$ cat src/rtl/axil_reg_ctrl.sv
// AXI4-Lite slave front-end for the peripheral register block.
// Two independent FSMs (write, read) turn AXI-Lite transactions into single-cycle
// strobes with one-hot selects towards the register block and return OKAY/SLVERR.
//
// Ports:
//   clk, rst_n           clock, asynchronous active-low reset
//   s_aw*, s_w*, s_b*    AXI-Lite write address / data / response channels
//   s_ar*, s_r*          AXI-Lite read address / data channels
//   wr_en, wdata         write strobe and data to the register block
//   wr_sel_*             one-hot write selects (CTRL 0x0, DATA_IN 0x8)
//   rd_en                read strobe to the register block
//   rd_sel_*             one-hot read selects (CTRL, STATUS, DATA_IN, DATA_OUT)
//   reg_rdata            combinational read data from the register block
module axil_reg_ctrl #(
  parameter int unsigned ADDR_W = 4,
  parameter int unsigned DATA_W = 32
) (
  input  logic                  clk,
  input  logic                  rst_n,
  input  logic [ADDR_W-1:0]     s_awaddr,
  input  logic                  s_awvalid,
  output logic                  s_awready,
  input  logic [DATA_W-1:0]     s_wdata,
  input  logic [DATA_W/8-1:0]   s_wstrb,
  input  logic                  s_wvalid,
  output logic                  s_wready,
  output logic [1:0]            s_bresp,
  output logic                  s_bvalid,
  input  logic                  s_bready,
  input  logic [ADDR_W-1:0]     s_araddr,
  input  logic                  s_arvalid,
  output logic                  s_arready,
  output logic [DATA_W-1:0]     s_rdata,
  output logic [1:0]            s_rresp,
  output logic                  s_rvalid,
  input  logic                  s_rready,
  output logic                  wr_en,
  output logic [DATA_W-1:0]     wdata,
  output logic                  wr_sel_ctrl,
  output logic                  wr_sel_data_in,
  output logic                  rd_en,
  output logic                  rd_sel_ctrl,
  output logic                  rd_sel_status,
  output logic                  rd_sel_data_in,
  output logic                  rd_sel_data_out,
  input  logic [DATA_W-1:0]     reg_rdata
);

  localparam logic [1:0] RespOkay   = 2'b00;
  localparam logic [1:0] RespSlverr = 2'b10;

  typedef enum logic [1:0] {StWIdle, StWExec, StWResp} wr_state_e;
  typedef enum logic [1:0] {StRIdle, StRExec, StRResp} rd_state_e;

  // Keeps every ready low while in reset and opens them on the first edge after release.
  logic live_q;

  always_ff @(posedge clk or negedge rst_n) begin
    if (!rst_n) live_q <= 1'b0;
    else        live_q <= 1'b1;
  end

  // ---------------------------------------------------------------------------
  // Write channel
  // ---------------------------------------------------------------------------
  wr_state_e             wr_state_q, wr_state_d;
  logic                  aw_held_q, aw_held_d;
  logic                  w_held_q, w_held_d;
  logic [ADDR_W-1:0]     awaddr_q, awaddr_d;
  logic [DATA_W-1:0]     wdata_q, wdata_d;
  logic [DATA_W/8-1:0]   wstrb_q, wstrb_d;
  logic [1:0]            bresp_q, bresp_d;
  logic                  wr_legal;

  // Only CTRL (0x0) and DATA_IN (0x8) are writable, and only as full words.
  assign wr_legal = (awaddr_q[1:0] == 2'b00) && !awaddr_q[2] && (&wstrb_q);

  always_comb begin
    wr_state_d = wr_state_q;
    aw_held_d  = aw_held_q;
    w_held_d   = w_held_q;
    awaddr_d   = awaddr_q;
    wdata_d    = wdata_q;
    wstrb_d    = wstrb_q;
    bresp_d    = bresp_q;
    s_awready  = 1'b0;
    s_wready   = 1'b0;
    s_bvalid   = 1'b0;
    wr_en      = 1'b0;
    unique case (wr_state_q)
      StWIdle: begin
        s_awready = live_q && !aw_held_q;
        s_wready  = live_q && !w_held_q;
        if (s_awready && s_awvalid) begin
          aw_held_d = 1'b1;
          awaddr_d  = s_awaddr;
        end
        if (s_wready && s_wvalid) begin
          w_held_d = 1'b1;
          wdata_d  = s_wdata;
          wstrb_d  = s_wstrb;
        end
        if (aw_held_d && w_held_d) wr_state_d = StWExec;
      end
      StWExec: begin
        wr_en      = wr_legal;
        bresp_d    = wr_legal ? RespOkay : RespSlverr;
        wr_state_d = StWResp;
      end
      StWResp: begin
        s_bvalid = 1'b1;
        if (s_bready) begin
          aw_held_d  = 1'b0;
          w_held_d   = 1'b0;
          wr_state_d = StWIdle;
        end
      end
      default: wr_state_d = StWIdle;
    endcase
  end

  always_ff @(posedge clk or negedge rst_n) begin
    if (!rst_n) begin
      wr_state_q <= StWIdle;
      aw_held_q  <= 1'b0;
      w_held_q   <= 1'b0;
      awaddr_q   <= '0;
      wdata_q    <= '0;
      wstrb_q    <= '0;
      bresp_q    <= RespOkay;
    end else begin
      wr_state_q <= wr_state_d;
      aw_held_q  <= aw_held_d;
      w_held_q   <= w_held_d;
      awaddr_q   <= awaddr_d;
      wdata_q    <= wdata_d;
      wstrb_q    <= wstrb_d;
      bresp_q    <= bresp_d;
    end
  end

  assign s_bresp        = bresp_q;
  assign wdata          = wr_en ? wdata_q : '0;
  assign wr_sel_ctrl    = wr_en && !awaddr_q[3];
  assign wr_sel_data_in = wr_en && awaddr_q[3];

  // ---------------------------------------------------------------------------
  // Read channel
  // ---------------------------------------------------------------------------
  rd_state_e             rd_state_q, rd_state_d;
  logic [ADDR_W-1:0]     araddr_q, araddr_d;
  logic [DATA_W-1:0]     rdata_q, rdata_d;
  logic [1:0]            rresp_q, rresp_d;
  logic                  rd_legal;

  assign rd_legal = (araddr_q[1:0] == 2'b00);

  always_comb begin
    rd_state_d = rd_state_q;
    araddr_d   = araddr_q;
    rdata_d    = rdata_q;
    rresp_d    = rresp_q;
    s_arready  = 1'b0;
    s_rvalid   = 1'b0;
    rd_en      = 1'b0;
    unique case (rd_state_q)
      StRIdle: begin
        s_arready = live_q;
        if (s_arready && s_arvalid) begin
          araddr_d   = s_araddr;
          rd_state_d = StRExec;
        end
      end
      StRExec: begin
        // reg_rdata is sampled at the same edge a concurrent write lands, so it is pre-write.
        rd_en      = rd_legal;
        rdata_d    = rd_legal ? reg_rdata : '0;
        rresp_d    = rd_legal ? RespOkay : RespSlverr;
        rd_state_d = StRResp;
      end
      StRResp: begin
        s_rvalid = 1'b1;
        if (s_rready) rd_state_d = StRIdle;
      end
      default: rd_state_d = StRIdle;
    endcase
  end

  always_ff @(posedge clk or negedge rst_n) begin
    if (!rst_n) begin
      rd_state_q <= StRIdle;
      araddr_q   <= '0;
      rdata_q    <= '0;
      rresp_q    <= RespOkay;
    end else begin
      rd_state_q <= rd_state_d;
      araddr_q   <= araddr_d;
      rdata_q    <= rdata_d;
      rresp_q    <= rresp_d;
    end
  end

  assign s_rdata         = rdata_q;
  assign s_rresp         = rresp_q;
  assign rd_sel_ctrl     = rd_en && (araddr_q[3:2] == 2'd0);
  assign rd_sel_status   = rd_en && (araddr_q[3:2] == 2'd1);
  assign rd_sel_data_in  = rd_en && (araddr_q[3:2] == 2'd2);
  assign rd_sel_data_out = rd_en && (araddr_q[3:2] == 2'd3);

endmodule

$ cat config.mk
export PLATFORM = sky130hd
export DESIGN_NAME = axil_reg_ctrl
export DESIGN_NICKNAME = d
export VERILOG_FILES = /design/src/rtl/axil_reg_ctrl.sv
export SDC_FILE = /design/constraint.sdc
export NUM_CORES = 1
export LEC_CHECK = 0
export BUFFER_PORTS_ARGS = -buffer_cell sky130_fd_sc_hd__clkbuf_2
export CELL_PAD_IN_SITES_DETAIL_PLACEMENT = 0
export CELL_PAD_IN_SITES_GLOBAL_PLACEMENT = 1
export CORE_MARGIN = 5
export CORE_UTILIZATION = 39
export DETAILED_ROUTE_END_ITERATION = 7
export GPL_ROUTABILITY_DRIVEN = 0
export HOLD_SLACK_MARGIN = 0.06
export PLACE_DENSITY = 0.9
export REMOVE_ABC_BUFFERS = 1
export SYNTH_ARGS = -nofsm -noshare
export SYNTH_HDL_FRONTEND = slang
export SYNTH_SLANG_ARGS = --single-unit
$ cat constraint.sdc
create_clock -name clk -period 4.1 [get_ports clk]
set_input_delay 0.82 -clock clk [delete_from_list [all_inputs] [get_ports clk]]
set_output_delay 0.82 -clock clk [all_outputs]
set_load 0.02 [all_outputs]
## Yosys cells after proc, flatten, opt, wreduce, memory -nomap -nowiden

Index checks and enable logic that the tools add are counted.
Widths: inputs -> output; s select.

- Bits in latches: 0
- Input port bits: 83
- Bits in registers: 87
- Output and inout port bits: 81
- Memories kept: 0
- Word-level logic and storage cells: 78
- RAM bits: 0
- ROM bits: 0

- Div/mod/pow operators: 0
- Order comparisons: 0
- Equal/unequal tests: 11
- Multipliers: 0
- Shifts and indexed selects: 0
- Mux-type cells: 24
- Reductions and logical operators: 31
- $add $sub $neg: 0
- Bitwise logic cells: 0

Operator list:

| kind | number |
|---|---|
| $mux 32 | 2 |
| $logic_and 1x1->1 | 14 |
| $mux 1 | 12 |
| $mux 2 | 6 |
| $pmux 2 s3 | 2 |
| $reduce_and 2->1 | 6 |
| $logic_not 2->1 | 5 |
| $eq 2x2->1 const B | 4 |
| $ne 2x2->1 const B | 4 |
| $eq 2x1->1 const B | 3 |
| $logic_not 1->1 | 4 |
| $pmux 1 s2 | 2 |
| $reduce_and 4->1 | 1 |
| $reduce_bool 2->1 | 1 |

## Depth between registers and ports, before layout

- Depth after elaboration: 8
- Depth in mapped cells: 7
- Mapped depth without buffers: 5

## Least setup slack after synthesis

No wires, ideal clock.

- Kind: register to output
- From: reg rd_state_q[1]
- To: out rd_sel_data_in
- Cell stages (with the launch flop): 8
- Slack: 1.661 ns
- Arrival: 1.619 ns
- Data required time: 3.280 ns
- Path buffers: 2
- Cells stage by stage: dfrtp_1 > nand2b_1 > clkbuf_1 > or3_4 > inv_2 > buf_6 > nand2_1 > nor2_1

- Word-level cells in the longest chain between the ends: 3

RTL lines:

| item | RTL line | source |
|---|---|---|
| from (decl) | 150 | `rd_state_e rd_state_q, rd_state_d;` |
| from (signal assigned) | 191 | `rd_state_q <= StRIdle;` |
| from (signal assigned) | 196 | `rd_state_q <= rd_state_d;` |
| $eq 2x1->1 | 166 | `unique case (rd_state_q)` |
| $mux 1 | 166 |  |
| net rd_en | 41 | `output logic rd_en,` |
| $logic_and 1x1->1 | 207 | `assign rd_sel_data_in = rd_en && (araddr_q[3:2] == 2'd2);` |
| to (decl) | 44 | `output logic rd_sel_data_in,` |

The timed path passes the listed nets, and every way through them passes these cells.

## Worst setup path after layout

- From: reg rd_state_q[1]
- To: out rd_sel_data_out

- Word-level cells in the longest chain between the ends: 3

RTL lines:

| item | RTL line | source |
|---|---|---|
| $eq 2x1->1 | 166 |  |
| $mux 1 | 166 |  |
| $logic_and 1x1->1 | 208 | `assign rd_sel_data_out = rd_en && (araddr_q[3:2] == 2'd3);` |
| to (decl) | 45 | `output logic rd_sel_data_out,` |

No other way between the ends.

==> flow_summary.ini <==
[job]
max-cap-violations = 0

[timing]
rsz0062_at_grt = no
finalCritPeriodShare = 0.7069
worst_pin_slew_ns = 1.054
finClkSkew_ns = 0.01480
relSlewSlack = 0.2974
fmax_mhz = 345.0
layout_min_cycle_time_ns = 2.898
setup_tns_ns = 0
hold_viol = 0
slew_viol_final = 0
setup_viol = 0

[detailed_routing]
post-route-drc-count = 0
wirelength_um = 8032
wl_per_cell_um = 15.24
final_antenna_net_count = 0
via_per_inst = 4.746
drtPass1Iterations = 4
drt_iter0_drc = 96
vias = 2501

[global_route]
grt_pass1_wl_um = 13230
grt_max_degree = 86
grt_util_all_layers = 0.1456
grt_pass1_vias = 2675
antenna_found_initial = 0
gr-total-overflow = 0

[logic_synthesis]
syn_inst = 252
synth_edf_count = 0
ys_ff_latch = 85
synth_area_um2 = 3628
avgSynthCellArea_um2 = 14.40
ys_async_sr_fraction = 1.000
yosys_warnings = 0
synth.distinct_cells = 29
synth_seq_area_share = 0.5862
ys.flop_type = dfrtp_1

[placed_design]
port_buffers = 161
hpwl_um = 5815
post_dp_cell_area_um2 = 4466

[worst_setup_path]
critPathMaxFanout = 36
crit_type = reg -> out
start_kind = flip-flop
cp_data_required_time_ns = 3.28
worst_path_max_delay_cell = inv_2
endpoint_kind = output pin
arrival_ns = 2.08
critPathMaxStageDelay_ns = 0.44
crit_chain = nand2b_1, or3_4, inv_2, and3_1, clkbuf_2

[clock_network]
cts.sinks = 85
root_buffer = clkbuf_8
cts.htree.levels = 3
insertion_delay_ns = 0.34
cts_max_path_buffers = 2
path_clk_slew_ns = 0.09
tritoncts = done
cts-buffers-inserted = 9
post_cts_buffers = 0
postCtsResizedCells = 0
holdBufCountCts = 0

[floorplanning]
start_util = 0.3964
io_pins = 164
die_w_um = 106.5
rows = 35
die_h_um = 106.5
core_area_um2 = 9153
die-area_um2 = 11330

[finish]
diodes = 0
mostFrequentLayoutCells = clkbuf_2 (160), dfrtp_1 (85), and2_1 (34)
layout_commonest_cell = clkbuf_2
multi_input_area_um2 = 1358
fin_area_um2 = 4667
drive_gt1_frac = 0.5505
area_growth_pct = 28.62
fillerInstances = 825
layout.nets = 494
seqCellArea_um2 = 2127

[power]
power.density_nw_per_um2 = 585.2
peakVddDrop_uv = 235.8
power.leakage_nw = 2.560

[status]
status = finished, final reports clean

[min_path]
hold_path_class = reg -> reg
worst max-delay path: cells and delay by family, from the launching register on:
kind / cells / cell delay (ns)
simple gates: 3 / 0.74
flops: 1 / 0.39
buf+inv: 2 / 0.60
synth_stat cells, drive strengths merged (2+ instances only):
library cell / instances / area (um^2)
inv: 5 / 18.76
a22o: 32 / 280.3
nand2b: 6 / 40.04
nor3b: 2 / 15.01
nor2b: 2 / 12.51
mux2: 44 / 608.1
clkbuf: 5 / 20.01
o21ai: 4 / 20.02
dfrtp: 85 / 2127
and2: 34 / 212.7
a21oi: 6 / 30.03
conb: 2 / 7.510
buf: 11 / 108.9
nor4: 2 / 27.53
nand2: 5 / 26.27
nor4b: 2 / 38.78
area by class of cell:
class	instances	share of cell area
multi-input cells	147	0.2909
well taps	111	0.02976
clock buffers	11	0.03029
inverters	5	0.004021
clock inverters	5	0.01287
repair buffers	163	0.1764
flip-flops and latches	85	0.4558
metal layers:
metal  share of wire  track usage  up-vias
met1            0.45       0.2030     1185
met2            0.46       0.2195      108
met3           0.074      0.03582       10
met4           0.016      0.05571        0
met5               0            0        -
li1                -            -     1198
where the power goes:
part / switching (W) / total, W / leakage [nW] / internal [W]
logic: 0.000353 / 0.000799 / 1.40 / 0.000446
clock network: 0.000288 / 0.000588 / 0.0995 / 0.000300
registers: 0.000194 / 0.00134 / 1.06 / 0.00115
total: 0.000835 / 0.00273 / 2.56 / 0.00190
sequential cells by signal, summed over array words and instances, names as in the netlist:
name        flops
araddr_q        4
aw_held_q       1
awaddr_q        4
live_q          1
rd_state_q      2
s_bresp         1
s_rdata        32
s_rresp         1
w_held_q        1
wdata_q        32
wr_state_q      2
wstrb_q         4
logic make-up (layout without fill, tap and decap cells):
group | after synthesis | after routing | synth area share
other | 2 | 3 | 0.002070
AND/OR/NAND/NOR | 58 | 58 | 0.1124
buffers and inverters | 21 | 184 | 0.04069
AO/OA/AOI/OAI | 42 | 42 | 0.09104
flip-flops | 85 | 85 | 0.5862
multiplexers | 44 | 44 | 0.1676
per-stage QoR:
step / utilization / std cells / total power, W / hold WS (ns) / setup WS, ns
2_1_floorplan: - / 237 / 0.001887 / 0.4698 / 1.090
3_3_place_gp: 0.4879 / 511 / 0.002129 / 0.4807 / 1.618
3_5_place_dp: 0.4879 / 511 / 0.002166 / 0.4867 / 1.570
4_1_cts: 0.5099 / 527 / 0.002780 / 0.5072 / 1.152
5_1_grt: 0.5099 / 527 / 0.002901 / 0.5150 / 1.029
6_report: 0.5099 / 527 / 0.002731 / 0.5037 / 1.202
worst paths after layout:
path | startpoint | slack [ns] | end | depth (start not counted)
min reg2reg | wdata_q[19] | 0.50 | wdata_q[19] | 1
max reg2reg | wr_state_q[1] | 2.24 | wdata_q[28] | 3
min | wdata_q[19] | 0.50 | wdata_q[19] | 1
max in group asynchronous | rst_n | 2.75 | s_rresp[1] | 1
max | rd_state_q[1] | 1.20 | rd_sel_data_out | 5
min in group asynchronous | rst_n | 0.67 | wdata_q[3] | 1
Power figures use the tool's default switching activity.
